File: src/rtl/ro_pkg.sv
// Shared types and default timing constants for the ring-oscillator sampling controller.
package ro_pkg;

    localparam int unsigned ByteWidth       = 8;
    localparam int unsigned WindowDefault   = 64;
    localparam int unsigned RecoverDefault  = 4;
    localparam int unsigned RepLimitDefault = 16;

    typedef enum logic [2:0] {
        StIdle,
        StRun,
        StCapture,
        StRecover,
        StFail
    } ro_state_e;

endpackage

File: src/rtl/ro_sample_ctrl_if.sv
// Oscillator control and random-byte hand-off signals of ro_sample_ctrl.
interface ro_sample_ctrl_if;

    logic [15:0]                  ro_out;
    logic                         ro_rst;
    logic                         ro_activate;
    logic [ro_pkg::ByteWidth-1:0] rnd_data;
    logic                         rnd_valid;
    logic                         rnd_ready;
    logic                         health_fail;

    modport master (
        input  ro_out,
        input  rnd_ready,
        output ro_rst,
        output ro_activate,
        output rnd_data,
        output rnd_valid,
        output health_fail
    );

    modport slave (
        output ro_out,
        output rnd_ready,
        input  ro_rst,
        input  ro_activate,
        input  rnd_data,
        input  rnd_valid,
        input  health_fail
    );

endinterface

File: src/rtl/ro_bit_sync.sv
// Two-flop synchronizer with synchronous active-high reset.
module ro_bit_sync (
    input  logic clk,
    input  logic rst,
    input  logic d,
    output logic q
);

    logic meta_q;

    always_ff @(posedge clk) begin
        if (rst) begin
            meta_q <= 1'b0;
            q      <= 1'b0;
        end else begin
            meta_q <= d;
            q      <= meta_q;
        end
    end

endmodule

File: src/rtl/ro_sample_ctrl.sv
// Ring-oscillator sampling sequencer with repetition health test and byte packing.
// Define RO_VON_NEUMANN_EN to debias raw bits in pairs before packing.
module ro_sample_ctrl
    import ro_pkg::*;
#(
    parameter int unsigned WINDOW    = WindowDefault,
    parameter int unsigned RECOVER   = RecoverDefault,
    parameter int unsigned REP_LIMIT = RepLimitDefault
) (
    input logic              clk,
    input logic              rst_n,
    ro_sample_ctrl_if.master bus
);

    localparam int unsigned CntMax  = (WINDOW > RECOVER) ? WINDOW : RECOVER;
    localparam int unsigned CntW    = $clog2(CntMax);
    localparam int unsigned BitCntW = $clog2(ByteWidth);
    localparam logic [CntW-1:0]    WinLast  = CntW'(WINDOW - 1);
    localparam logic [CntW-1:0]    RecLast  = CntW'(RECOVER - 1);
    localparam logic [BitCntW-1:0] LastSlot = BitCntW'(ByteWidth - 1);

    ro_state_e              state_q, state_d;
    logic [CntW-1:0]        cnt_q, cnt_d;
    logic [7:0]             rep_q, rep_d, rep_next;
    logic                   prev_q, prev_d, fail_q, fail_d;
    logic                   pend_q, pend_d, valid_q, valid_d;
    logic [ByteWidth-1:0]   pack_q, pack_d, data_q, data_d;
    logic [BitCntW-1:0]     bit_cnt_q, bit_cnt_d;
    logic                   raw_bit, capture, handshake, emit, emit_bit, trip;
    logic                   ro_rst_c, ro_act_c;
    logic                   unused_ro_hi;

    assign unused_ro_hi = ^bus.ro_out[15:1];

    ro_bit_sync u_sync (
        .clk (clk),
        .rst (rst_n),
        .d   (bus.ro_out[0]),
        .q   (raw_bit)
    );

    assign capture   = (state_q == StCapture);
    assign handshake = valid_q & bus.rnd_ready;

    always_comb begin
        state_d  = state_q;
        cnt_d    = cnt_q + 1'b1;
        ro_rst_c = 1'b1;
        ro_act_c = 1'b0;
        unique case (state_q)
            StIdle: begin
                cnt_d = '0;
                if (fail_q)                    state_d = StFail;
                else if (!pend_q || handshake) state_d = StRun;
            end
            StRun: begin
                ro_rst_c = 1'b0;
                ro_act_c = 1'b1;
                if (cnt_q == WinLast) begin
                    cnt_d   = '0;
                    state_d = StCapture;
                end
            end
            StCapture: begin
                ro_rst_c = 1'b0;
                ro_act_c = 1'b1;
                cnt_d    = '0;
                state_d  = StRecover;
            end
            StRecover: begin
                if (cnt_q == RecLast) begin
                    cnt_d = '0;
                    if (fail_q)      state_d = StFail;
                    else if (pend_q) state_d = StIdle;
                    else             state_d = StRun;
                end
            end
            StFail: cnt_d = '0;
            default: begin
                cnt_d   = '0;
                state_d = StIdle;
            end
        endcase
    end

    // Repetition count on the raw stream, saturating at 255.
    always_comb begin
        if (raw_bit != prev_q)    rep_next = 8'd1;
        else if (rep_q != 8'hFF)  rep_next = rep_q + 8'd1;
        else                      rep_next = rep_q;
    end

    assign trip = capture & (rep_next >= 8'(REP_LIMIT));

`ifdef RO_VON_NEUMANN_EN
    logic half_q, half_d, first_q;

    assign emit     = capture & half_q & (first_q != raw_bit);
    assign emit_bit = first_q;
    assign half_d   = fail_d ? 1'b0 : (capture ? ~half_q : half_q);

    always_ff @(posedge clk) begin
        if (rst_n) begin
            half_q  <= 1'b0;
            first_q <= 1'b0;
        end else begin
            half_q <= half_d;
            if (capture) first_q <= raw_bit;
        end
    end
`else
    assign emit     = capture;
    assign emit_bit = raw_bit;
`endif

    always_comb begin
        rep_d     = rep_q;
        prev_d    = prev_q;
        fail_d    = fail_q | trip;
        pend_d    = pend_q;
        valid_d   = valid_q;
        pack_d    = pack_q;
        data_d    = data_q;
        bit_cnt_d = bit_cnt_q;
        if (capture) begin
            rep_d  = rep_next;
            prev_d = raw_bit;
        end
        if (handshake) valid_d = 1'b0;
        // A pending byte lives in pack until the consumer frees rnd_data.
        if (pend_q && handshake) begin
            data_d  = pack_q;
            valid_d = 1'b1;
            pend_d  = 1'b0;
        end
        if (emit) begin
            pack_d    = {pack_q[ByteWidth-2:0], emit_bit};
            bit_cnt_d = bit_cnt_q + 1'b1;
            if (bit_cnt_q == LastSlot) begin
                if (!valid_q || handshake) begin
                    data_d  = pack_d;
                    valid_d = 1'b1;
                end else begin
                    pend_d = 1'b1;
                end
            end
        end
        if (fail_d) begin
            valid_d   = 1'b0;
            pend_d    = 1'b0;
            pack_d    = '0;
            bit_cnt_d = '0;
        end
    end

    always_ff @(posedge clk) begin
        if (rst_n) begin
            state_q   <= StIdle;
            cnt_q     <= '0;
            rep_q     <= '0;
            prev_q    <= 1'b0;
            fail_q    <= 1'b0;
            pend_q    <= 1'b0;
            valid_q   <= 1'b0;
            pack_q    <= '0;
            data_q    <= '0;
            bit_cnt_q <= '0;
        end else begin
            state_q   <= state_d;
            cnt_q     <= cnt_d;
            rep_q     <= rep_d;
            prev_q    <= prev_d;
            fail_q    <= fail_d;
            pend_q    <= pend_d;
            valid_q   <= valid_d;
            pack_q    <= pack_d;
            data_q    <= data_d;
            bit_cnt_q <= bit_cnt_d;
        end
    end

    assign bus.ro_rst      = ro_rst_c;
    assign bus.ro_activate = ro_act_c;
    assign bus.rnd_data    = data_q;
    assign bus.rnd_valid   = valid_q;
    assign bus.health_fail = fail_q;

endmodule

File: src/flat_wrapper.sv
// flat-port wrapper written by rule: the top's interface ports become plain ports
module ro_sample_ctrl_flat import ro_pkg::*;
#(
    parameter int unsigned WINDOW    = WindowDefault,
    parameter int unsigned RECOVER   = RecoverDefault,
    parameter int unsigned REP_LIMIT = RepLimitDefault
)
  (clk, rst_n, bus_ro_out, bus_rnd_ready, bus_ro_rst, bus_ro_activate, bus_rnd_data, bus_rnd_valid, bus_health_fail);
  ro_sample_ctrl_if bus_i ();
  input logic clk;
  input logic rst_n;
  input wire logic [$bits(bus_i.ro_out)-1:0] bus_ro_out;
  input wire logic [$bits(bus_i.rnd_ready)-1:0] bus_rnd_ready;
  output wire logic [$bits(bus_i.ro_rst)-1:0] bus_ro_rst;
  output wire logic [$bits(bus_i.ro_activate)-1:0] bus_ro_activate;
  output wire logic [$bits(bus_i.rnd_data)-1:0] bus_rnd_data;
  output wire logic [$bits(bus_i.rnd_valid)-1:0] bus_rnd_valid;
  output wire logic [$bits(bus_i.health_fail)-1:0] bus_health_fail;
  assign bus_i.ro_out = bus_ro_out;
  assign bus_i.rnd_ready = bus_rnd_ready;
  assign bus_ro_rst = bus_i.ro_rst;
  assign bus_ro_activate = bus_i.ro_activate;
  assign bus_rnd_data = bus_i.rnd_data;
  assign bus_rnd_valid = bus_i.rnd_valid;
  assign bus_health_fail = bus_i.health_fail;
  ro_sample_ctrl #(.WINDOW(WINDOW), .RECOVER(RECOVER), .REP_LIMIT(REP_LIMIT)) u_core (.clk(clk), .rst_n(rst_n), .bus(bus_i));
endmodule
File: config.mk
export PLATFORM = sky130hd
export DESIGN_NAME = ro_sample_ctrl_flat
export DESIGN_NICKNAME = d
export VERILOG_FILES = /design/src/rtl/ro_pkg.sv /design/src/rtl/ro_sample_ctrl_if.sv /design/src/rtl/ro_bit_sync.sv /design/src/rtl/ro_sample_ctrl.sv /design/src/flat_wrapper.sv
export SDC_FILE = /design/constraint.sdc
export NUM_CORES = 1
export LEC_CHECK = 0
export BUFFER_PORTS_ARGS = -buffer_cell sky130_fd_sc_hd__buf_2
export CAP_MARGIN = 20
export CORE_AREA = 2 2 47 92
export CTS_CLUSTER_SIZE = 16
export DETAILED_ROUTE_END_ITERATION = 10
export DIE_AREA = 0 0 49 94
export GPL_ROUTABILITY_DRIVEN = 0
export HOLD_SLACK_MARGIN = 0.02
export PLACE_DENSITY = 0.75
export SLEW_MARGIN = 20
export SYNTH_ARGS = -nofsm -noshare
export SYNTH_HDL_FRONTEND = slang
export SYNTH_SLANG_ARGS = --single-unit
File: constraint.sdc
create_clock -name clk -period 2.45 [get_ports clk]
set_clock_uncertainty 0.15 [all_clocks]
set_input_delay 0.49 -clock clk [delete_from_list [all_inputs] [get_ports clk]]
set_output_delay 0.49 -clock clk [all_outputs]
set_load 0.01 [all_outputs]
; ---- Word-level counts from Yosys, hierarchy flattened
; Cells that the tools add are included.
[totals]
input_bits = 19
reg_bits = 42
out_inout_bits = 12
[classes]
muxes = 27
n_lt_le_gt_ge = 1
n_reduce_logical = 9
bitwise = 4
n_eq_ne = 12
n_addsub = 3
[op_table]
columns = operator, n
row1 = $mux 8, 6
row2 = $mux 3, 5
row3 = $pmux 3 s5, 1
row4 = $mux 1, 12
row5 = $mux 6, 2
row6 = $pmux 6 s2, 1
row7 = $add 8x1->8 const B, 1
row8 = $ge 8x5->1 const B, 1
row9 = $ne 8x8->1 const B, 1
row10 = $add 6x1->6 const B, 1
row11 = $eq 3x2->1 const B, 2
row12 = $eq 3x3->1 const B, 2
row13 = $eq 6x2->1 const B, 1
row14 = $eq 6x6->1 const B, 1
row15 = $ne 2x1->1 const B, 2
row16 = $reduce_and 4->1, 1
row17 = $reduce_or 2->1, 2
row18 = $add 3x1->3 const B, 1
row19 = $eq 3x1->1 const B, 1
row20 = $logic_not 3->1, 1
row21 = $ne 3x1->1 const B, 1
row22 = $and 1x1->1, 2
row23 = $logic_not 1->1, 2
row24 = $logic_or 1x1->1, 2
row25 = other kinds (4), 4

; ---- Longest topological paths before layout
; Gate-level depths: netlist of the first run.
[logic_depth]
ltp_word = 7
ltp_mapped = 7
ltp_nobuf = 5

; ---- Hierarchy
; A second synthesis of the first run with hierarchy kept.
[hier_totals]
cells_unflattened = 234
hier_area_um2 = 2074.5
[modules_own_cells]
columns = mod, area_per_inst_um2, instances, cells_per_inst
row1 = ro_sample_ctrl, 2021.9, 1, 230
row2 = ro_bit_sync, 52.6, 1, 4

; ---- Least setup slack after synthesis of the first run
; Ideal clock, no wire load.
[synth_path]
kind = register -> register
from = register u_core.rep_q[0]
to = register u_core.pack_q[0]
n_path_buf = 1
t_required_ns = 2.164
period_less_slack_ns = 1.852
stages_incl_launch_ff = 7
path_slack_ns = 0.598
t_arrival_ns = 1.567
cell_sequence = dfxtp_1 > ha_1 > and4_2 > mux2i_1 > a311oi_2 > buf_6 > nor4b_1
[synth_via]
elab_chain_len = 7
word_cells_on_any_way = 8
cone_classes = add/sub (1) / order compare (1) / eq/ne (1) / mux (2) / bitwise (2) / reduce/logical (1)
[synth_lines]
columns = element, line_no
row1 = "start, declared", ro_sample_ctrl.sv:24  ; logic [7:0] rep_q, rep_d, rep_next;
row2 = "start signal, assigned", ro_sample_ctrl.sv:171  ; rep_q <= rep_d;
row3 = $add 8x1->8 or $ne 8x8->1 (tied branches), ro_sample_ctrl.sv:89  ; else if (rep_q != 8'hFF) rep_next = rep_q + 8'd1;
row4 = $mux 8 (*), ro_sample_ctrl.sv:89
row5 = $mux 8 (*), ro_sample_ctrl.sv:88  ; if (raw_bit != prev_q) rep_next = 8'd1;
row6 = $ge 8x5->1 (*), ro_sample_ctrl.sv:93  ; assign trip = capture & (rep_next >= 8'(REP_LIMIT));
row7 = $and 1x1->1 (*), ro_sample_ctrl.sv:93
row8 = $or 1x1->1 (*), ro_sample_ctrl.sv:119  ; fail_d = fail_q | trip;
row9 = $reduce_or 2->1 (no line) (*), n/a
row10 = "end signal, assigned", ro_sample_ctrl.sv:176  ; pack_q <= pack_d;
row11 = "end, declared", ro_sample_ctrl.sv:27  ; logic [ByteWidth-1:0] pack_q, pack_d, data_q, data_d;
; Every way passes the cells marked *; elsewhere a longest branch is shown, timed or not.
; A chain may end at the register's enable or synchronous reset.

; ---- Worst setup path after layout of the first run
; Same ends and word-level chain as after synthesis.

==> results of run 1 <==
[cell families (layout without fill, tap and decap cells)]
family                   count (synthesis)  count (layout)  share of synthesized area
AO/OA/AOI/OAI                           42              42                      0.155
XOR/XNOR                                10              10                     0.0420
adder cells (fa/ha/maj)                  4               4                     0.0240
buffers and inverters                   17              33                     0.0474
flip-flops                              42              42                      0.403
multiplexers                            22              22                      0.106
AND/OR/NAND/NOR                         83              83                      0.223
[worst paths after layout]
| kind | to | from | slack [ns] |
|---|---|---|---|
| max | u_core.pack_q[0]$_SDFFE_PP0N_ | u_core.rep_q[0]$_SDFFE_PP0N_ | 0.37 |
| min | u_core.u_sync.meta_q$_SDFF_PP0_ | bus_ro_out[0] | 0.25 |
| max reg2reg | u_core.pack_q[0]$_SDFFE_PP0N_ | u_core.rep_q[0]$_SDFFE_PP0N_ | 0.37 |
| min reg2reg | u_core.cnt_q[0]$_SDFF_PP0_ | u_core.cnt_q[0]$_SDFF_PP0_ | 0.30 |
[power by group]
part,internal (mW),switching (mW)
logic,0.0133,0.0220
registers,0.686,0.00571
clock network,0.194,0.230
[Yosys cell counts, types with 3 or more instances]
master	instances
sky130_fd_sc_hd__mux2i_1	22
sky130_fd_sc_hd__xnor2_1	4
sky130_fd_sc_hd__o21ai_0	6
sky130_fd_sc_hd__a211oi_1	12
sky130_fd_sc_hd__ha_1	4
sky130_fd_sc_hd__nand2_1	7
sky130_fd_sc_hd__dfxtp_1	42
sky130_fd_sc_hd__nand3_1	7
sky130_fd_sc_hd__nor2b_1	5
sky130_fd_sc_hd__a21oi_1	5
sky130_fd_sc_hd__nand2b_1	3
sky130_fd_sc_hd__nor2_1	33
sky130_fd_sc_hd__buf_2	4
sky130_fd_sc_hd__buf_4	4
sky130_fd_sc_hd__clkbuf_1	3
sky130_fd_sc_hd__xor2_1	6
sky130_fd_sc_hd__nor4b_1	12
sky130_fd_sc_hd__inv_1	4
[routing by layer]
| metal | share of wire | vias to the layer above | GRT usage |
|---|---|---|---|
| li1 | - | 828 | - |
| met2 | 0.55 | 21 | 0.358 |
| met3 | 0.020 | 11 | 0.0334 |
| met1 | 0.40 | 791 | 0.190 |
| met5 | 0 | - | 0 |
| met4 | 0.028 | 0 | 0.110 |
[area by class of cell]
type | count | area (µm²) | share of cell area
inverters | 4 | 15.0 | 0.00657
well taps | 51 | 63.8 | 0.0279
flip-flops and latches | 42 | 841 | 0.368
multi-input cells | 161 | 1150 | 0.505
repair buffers | 22 | 128 | 0.0559
clock buffers | 5 | 68.8 | 0.0301
clock inverters | 2 | 15.0 | 0.00657
[registers in the layout, summed over array words and instances (netlist names), 3 cells and up]
name,count
u_core.bus.rnd_data,8
u_core.cnt_q,6
u_core.state_q,3
u_core.pack_q,8
u_core.rep_q,8
u_core.bit_cnt_q,3
[stage by stage]
| stage | worst slack (ns) | hold slack, ns | power [mW] |
|---|---|---|---|
| 6_report | 0.371 | 0.251 | 1.15 |
| 5_1_grt | 0.150 | 0.260 | 1.19 |
| 4_1_cts | 0.369 | 0.256 | 1.16 |
| 3_5_place_dp | 0.385 | 0.287 | 0.744 |
| 3_3_place_gp | 0.410 | 0.268 | 0.744 |
| 2_1_floorplan | 0.598 | 0.264 | 0.732 |
==> flow_summary.toml, run 1 <==
[detailed_routing]
route.detailed.wl_per_inst_um = 14.2
drtPass1Iterations = 4
dr.first_iter.drc_count = 32
post_route_drc = 0
wirelength_um = 4080
vias = 1651
routed_via_density = 5.75
number_of_routed_nets_with_antenna_violations = 0

[global_route]
grt_util_all_layers = 0.190
first_global_vias = 1592
grt-ovfl-total = 0
grt_antenna_before_repair = 0
global_route_wire_length_before_repair_um = 6920
grt_start_max_net_pins = 33

[yosys]
synth_top_cell_area_share = 0.403
yosys.cell_types.count = 47
ys.warnings.count = 0
ys_top_cells_by_area = "sky130_fd_sc_hd__dfxtp_1 40%, sky130_fd_sc_hd__mux2i_1 11%, sky130_fd_sc_hd__nor2_1 5.9%"
synth_seq_area_share = 0.403
synth.cell_area_mm2 = 0.00209
synthCells = 220
syn_nets = 243
synthesis.area_per_instance_um2 = 9.49
synth_register_bits = 42
synth_edf_count = 0
synth.largest_area_cell = "sky130_fd_sc_hd__dfxtp_1"
synth_async_sr_flop_share = 0
yosys_most_used_dff = "sky130_fd_sc_hd__dfxtp_1"

[placed_design]
dpl_cell_area_mm2 = 0.00220
quantity_of_i_o_buffers_inserted_on_ports = 15
numPlacedInstances = 280
place.detailed.hpwl_um = 2970

[cts]
cts_post_setup_buffers_inserted = 0
h_tree_depth = 2
clkTransAtPathRegs_ns = 0.08
cts_resized = 0
cts.path.max_buffers = 2
cts_inserted_buffers = 5
postCtsHoldBufs = 0
cts_num_sinks = 42
cts_tree = "yes"
clk_root_buffer_cell = "sky130_fd_sc_hd__clkbuf_8"
clk-insertion-delay-late_ns = 0.29

[sta]
slew_headroom = 0.612
period_needed_ns = 2.08
post-route-period-util = 0.849
max_freq_mhz = 481
unrepaired_setup_endpoints_after_global_routing = "no"
timing_hold_violations_final = 0
finalSetupTns_ns = 0
worst_max_slew_pin_slew_ns = 0.581
finalSetupViolations = 0
timing.final.max_slew_violations = 0

[cells_and_area]
syn2layout_area_growth_pct = 9.47
layout.cells.most_common_list = "42 x sky130_fd_sc_hd__dfxtp_1, 33 x sky130_fd_sc_hd__nor2_1, 22 x sky130_fd_sc_hd__mux2i_1"
num_antenna_cells = 0
final_cells = 287
design.final.nets = 259
final_area_mm2 = 0.00228
fin_util = 0.588
most_common_cell_after_layout_fill_and_taps_aside = "sky130_fd_sc_hd__dfxtp_1"
post_route_cells_drive_above_1_share = 0.165
fill_cells = 374

[die]
num_io_pins = 31
fp-row-count = 32
die_height_um = 94
floorplan.die.width_um = 49
design.core.area_mm2 = 0.00388
die_area_mm2 = 0.00461
initial_core_util = 0.537

[setup_path]
cpPeakStageDelay_ns = 0.39
crit_arrival_ns = 2.12
criticalPathCategory = "reg2reg"
rr_worst_depth = 6
critPathBufInv = 1
cp.depth = 6
cp_max_fo = 14
setup.worst_path.start_class = "flop"
worst_setup_path_end_kind = "flop"
timing.critical_path.cells = "ha_1, and4_2, mux2i_1, a311oi_2, buf_4, nor4b_1"
timing.critical_path.max_delay_family = "simple AND/OR/NAND/NOR gates"
cp_slowest_cell = "sky130_fd_sc_hd__dfxtp_1"
timing.critical_path.required_ns = 2.49

[flow_run]
cap_viol_max_count = 0

[hold_path]
min_path_cells = 2
hp-class = "in2reg"

[pwr]
cellLeakagePower_nw = 0.897
ir_worst_vdd_uv = 430
power_per_cell_area_mw_per_mm2 = 504

[status]
run_status = "completed"
Power figures use the tool's default switching activity.
==> run 2: changes to the inputs <==
- clock period: 2.45 -> 2 ns (I/O delays scaled with it)
==> flow_summary.toml, run 2 (same netlist as run 1, synthesis figures left out) <==
[detailed_routing]
number_of_routed_nets_with_antenna_violations = 0
wirelength_um = 4460
routed_via_density = 5.81
post_route_drc = 0
drtPass1Iterations = 4
dr.first_iter.drc_count = 28
route.detailed.wl_per_inst_um = 15.2
vias = 1702

[placed_design]
pre_cts_ws_ns = 0.0298
quantity_of_i_o_buffers_inserted_on_ports = 15
place.detailed.hpwl_um = 3100
dpl_cell_area_mm2 = 0.00225

[sta]
hold_ws_ns = 0.165
period_needed_ns = 1.90
finalSetupViolations = 0
post-route-worst-setup-slack_ns = 0.0984
unrepaired_setup_endpoints_after_global_routing = "no"
post-route-period-util = 0.951
timing_hold_violations_final = 0
finalSetupTns_ns = 0
worst_max_slew_pin_slew_ns = 0.335
slew_headroom = 0.775
timing.final.max_slew_violations = 0
max_freq_mhz = 526

[cells_and_area]
syn2layout_area_growth_pct = 18.5
num_antenna_cells = 0
layout.cells.most_common_list = "39 x sky130_fd_sc_hd__dfxtp_1, 33 x sky130_fd_sc_hd__nor2_1, 22 x sky130_fd_sc_hd__mux2i_1"
fill_cells = 352
multiInputGateArea_mm2 = 0.00122
design.final.nets = 264
most_common_cell_after_layout_fill_and_taps_aside = "sky130_fd_sc_hd__dfxtp_1"
post_route_cells_drive_above_1_share = 0.240
sequential_cell_area_um2 = 845
final_area_mm2 = 0.00247

[pwr]
sw_frac_of_total = 0.186
ir_worst_vdd_uv = 770
p_switching_mw = 0.319
clkPwrFrac = 0.476
cellLeakagePower_nw = 0.988
p_total_mw = 1.71
relative_contribution_of_combinational_cells_to_total_power = 0.030
intPower_mw = 1.39
power_per_cell_area_mw_per_mm2 = 693
seqPwrFrac = 0.494

[status]
run_status = "completed"

[global_route]
grt_util_all_layers = 0.207
grt_start_max_net_pins = 21
grt_antenna_before_repair = 0
first_global_vias = 1693
global_route_wire_length_before_repair_um = 7470
grt-ovfl-total = 0

[cts]
clk_root_buffer_cell = "sky130_fd_sc_hd__clkbuf_8"
h_tree_depth = 2
clk-insertion-delay-late_ns = 0.29
postCtsHoldBufs = 0
cts_post_setup_buffers_inserted = 0
cts.path.max_buffers = 2
clkTransAtPathRegs_ns = 0.08
cts_tree = "yes"
cts_inserted_buffers = 5
cts_num_sinks = 42

[setup_path]
worst_setup_path_end_kind = "flop"
timing.critical_path.cells = "ha_1, and4_2, mux2i_1, a311oi_2, buf_6, o31a_1"
cp.depth = 6
cp_max_fo = 14
cp_slowest_cell = "sky130_fd_sc_hd__dfxtp_2"
critPathBufInv = 1
timing.critical_path.required_ns = 2.04
setup.worst_path.start_class = "flop"
cpPeakStageDelay_ns = 0.36
criticalPathCategory = "reg2reg"
rr_worst_depth = 6
timing.critical_path.max_delay_family = "compound AO/OA/AOI/OAI gates"
crit_arrival_ns = 1.94

[hold_path]
hp-class = "in2reg"
min_path_cells = 2

[die]
fp-row-count = 32
floorplan.die.width_um = 49
initial_core_util = 0.537
num_io_pins = 31
die_height_um = 94
die_area_mm2 = 0.00461
design.core.area_mm2 = 0.00388

[flow_run]
cap_viol_max_count = 0
[run 2: changes by cell type in the layout (fill, tap and decap cells not counted), sizes merged]
cell	change
buf	+5
bufinv	+2
clkinvlp	-2
clkbuf	+1
[run 2: power by group through the flow]
stage	clock, mW	combinational [mW]	sequential, mW
after global routing	0.865	0.0557	0.847
after floorplan	0	0.0336	0.863
final	0.816	0.0509	0.846
after detailed placement	0	0.0507	0.866
after global placement	0	0.0499	0.866
after CTS	0.830	0.0513	0.846
[run 2: per-stage QoR]
| step | utilization | std cells |
|---|---|---|
| floorplan | - | 220 |
| global placement | 0.580 | 285 |
| detailed placement | 0.580 | 285 |
| CTS | 0.618 | 293 |
| global route | 0.637 | 293 |
| finish | 0.637 | 293 |
[run 2: final timing paths]
check        slack [ns]                    startpoint                                end
min reg2reg        0.30    u_core.cnt_q[0]$_SDFF_PP0_         u_core.cnt_q[0]$_SDFF_PP0_
max                 0.1  u_core.rep_q[0]$_SDFFE_PP0N_  u_core.bus.health_fail$_SDFF_PP0_
max reg2reg         0.1  u_core.rep_q[0]$_SDFFE_PP0N_  u_core.bus.health_fail$_SDFF_PP0_
min                0.17                 bus_ro_out[0]    u_core.u_sync.meta_q$_SDFF_PP0_
[run 2: area by class of cell]
type,instances,area share
clock buffers,6,0.0334
clock inverters,2,0.0243
inverters,4,0.00607
multi-input cells,161,0.494
flip-flops and latches,42,0.342
well taps,51,0.0258
repair buffers,27,0.0749
[run 2: what timing repair did]
item | in CTS | in global routing
setup endpoints to repair | 1 | 16
gates cloned | 0 | 0
pin swaps | 0 | 0
resized for setup | 2 | 15
[run 2: metal layers]
metal	GRT usage	part of all wire	vias up
li1	-	-	837
met1	0.201	0.38	831
met2	0.406	0.57	24
met3	0.0287	0.019	10
met4	0.112	0.029	0
met5	0	0	-
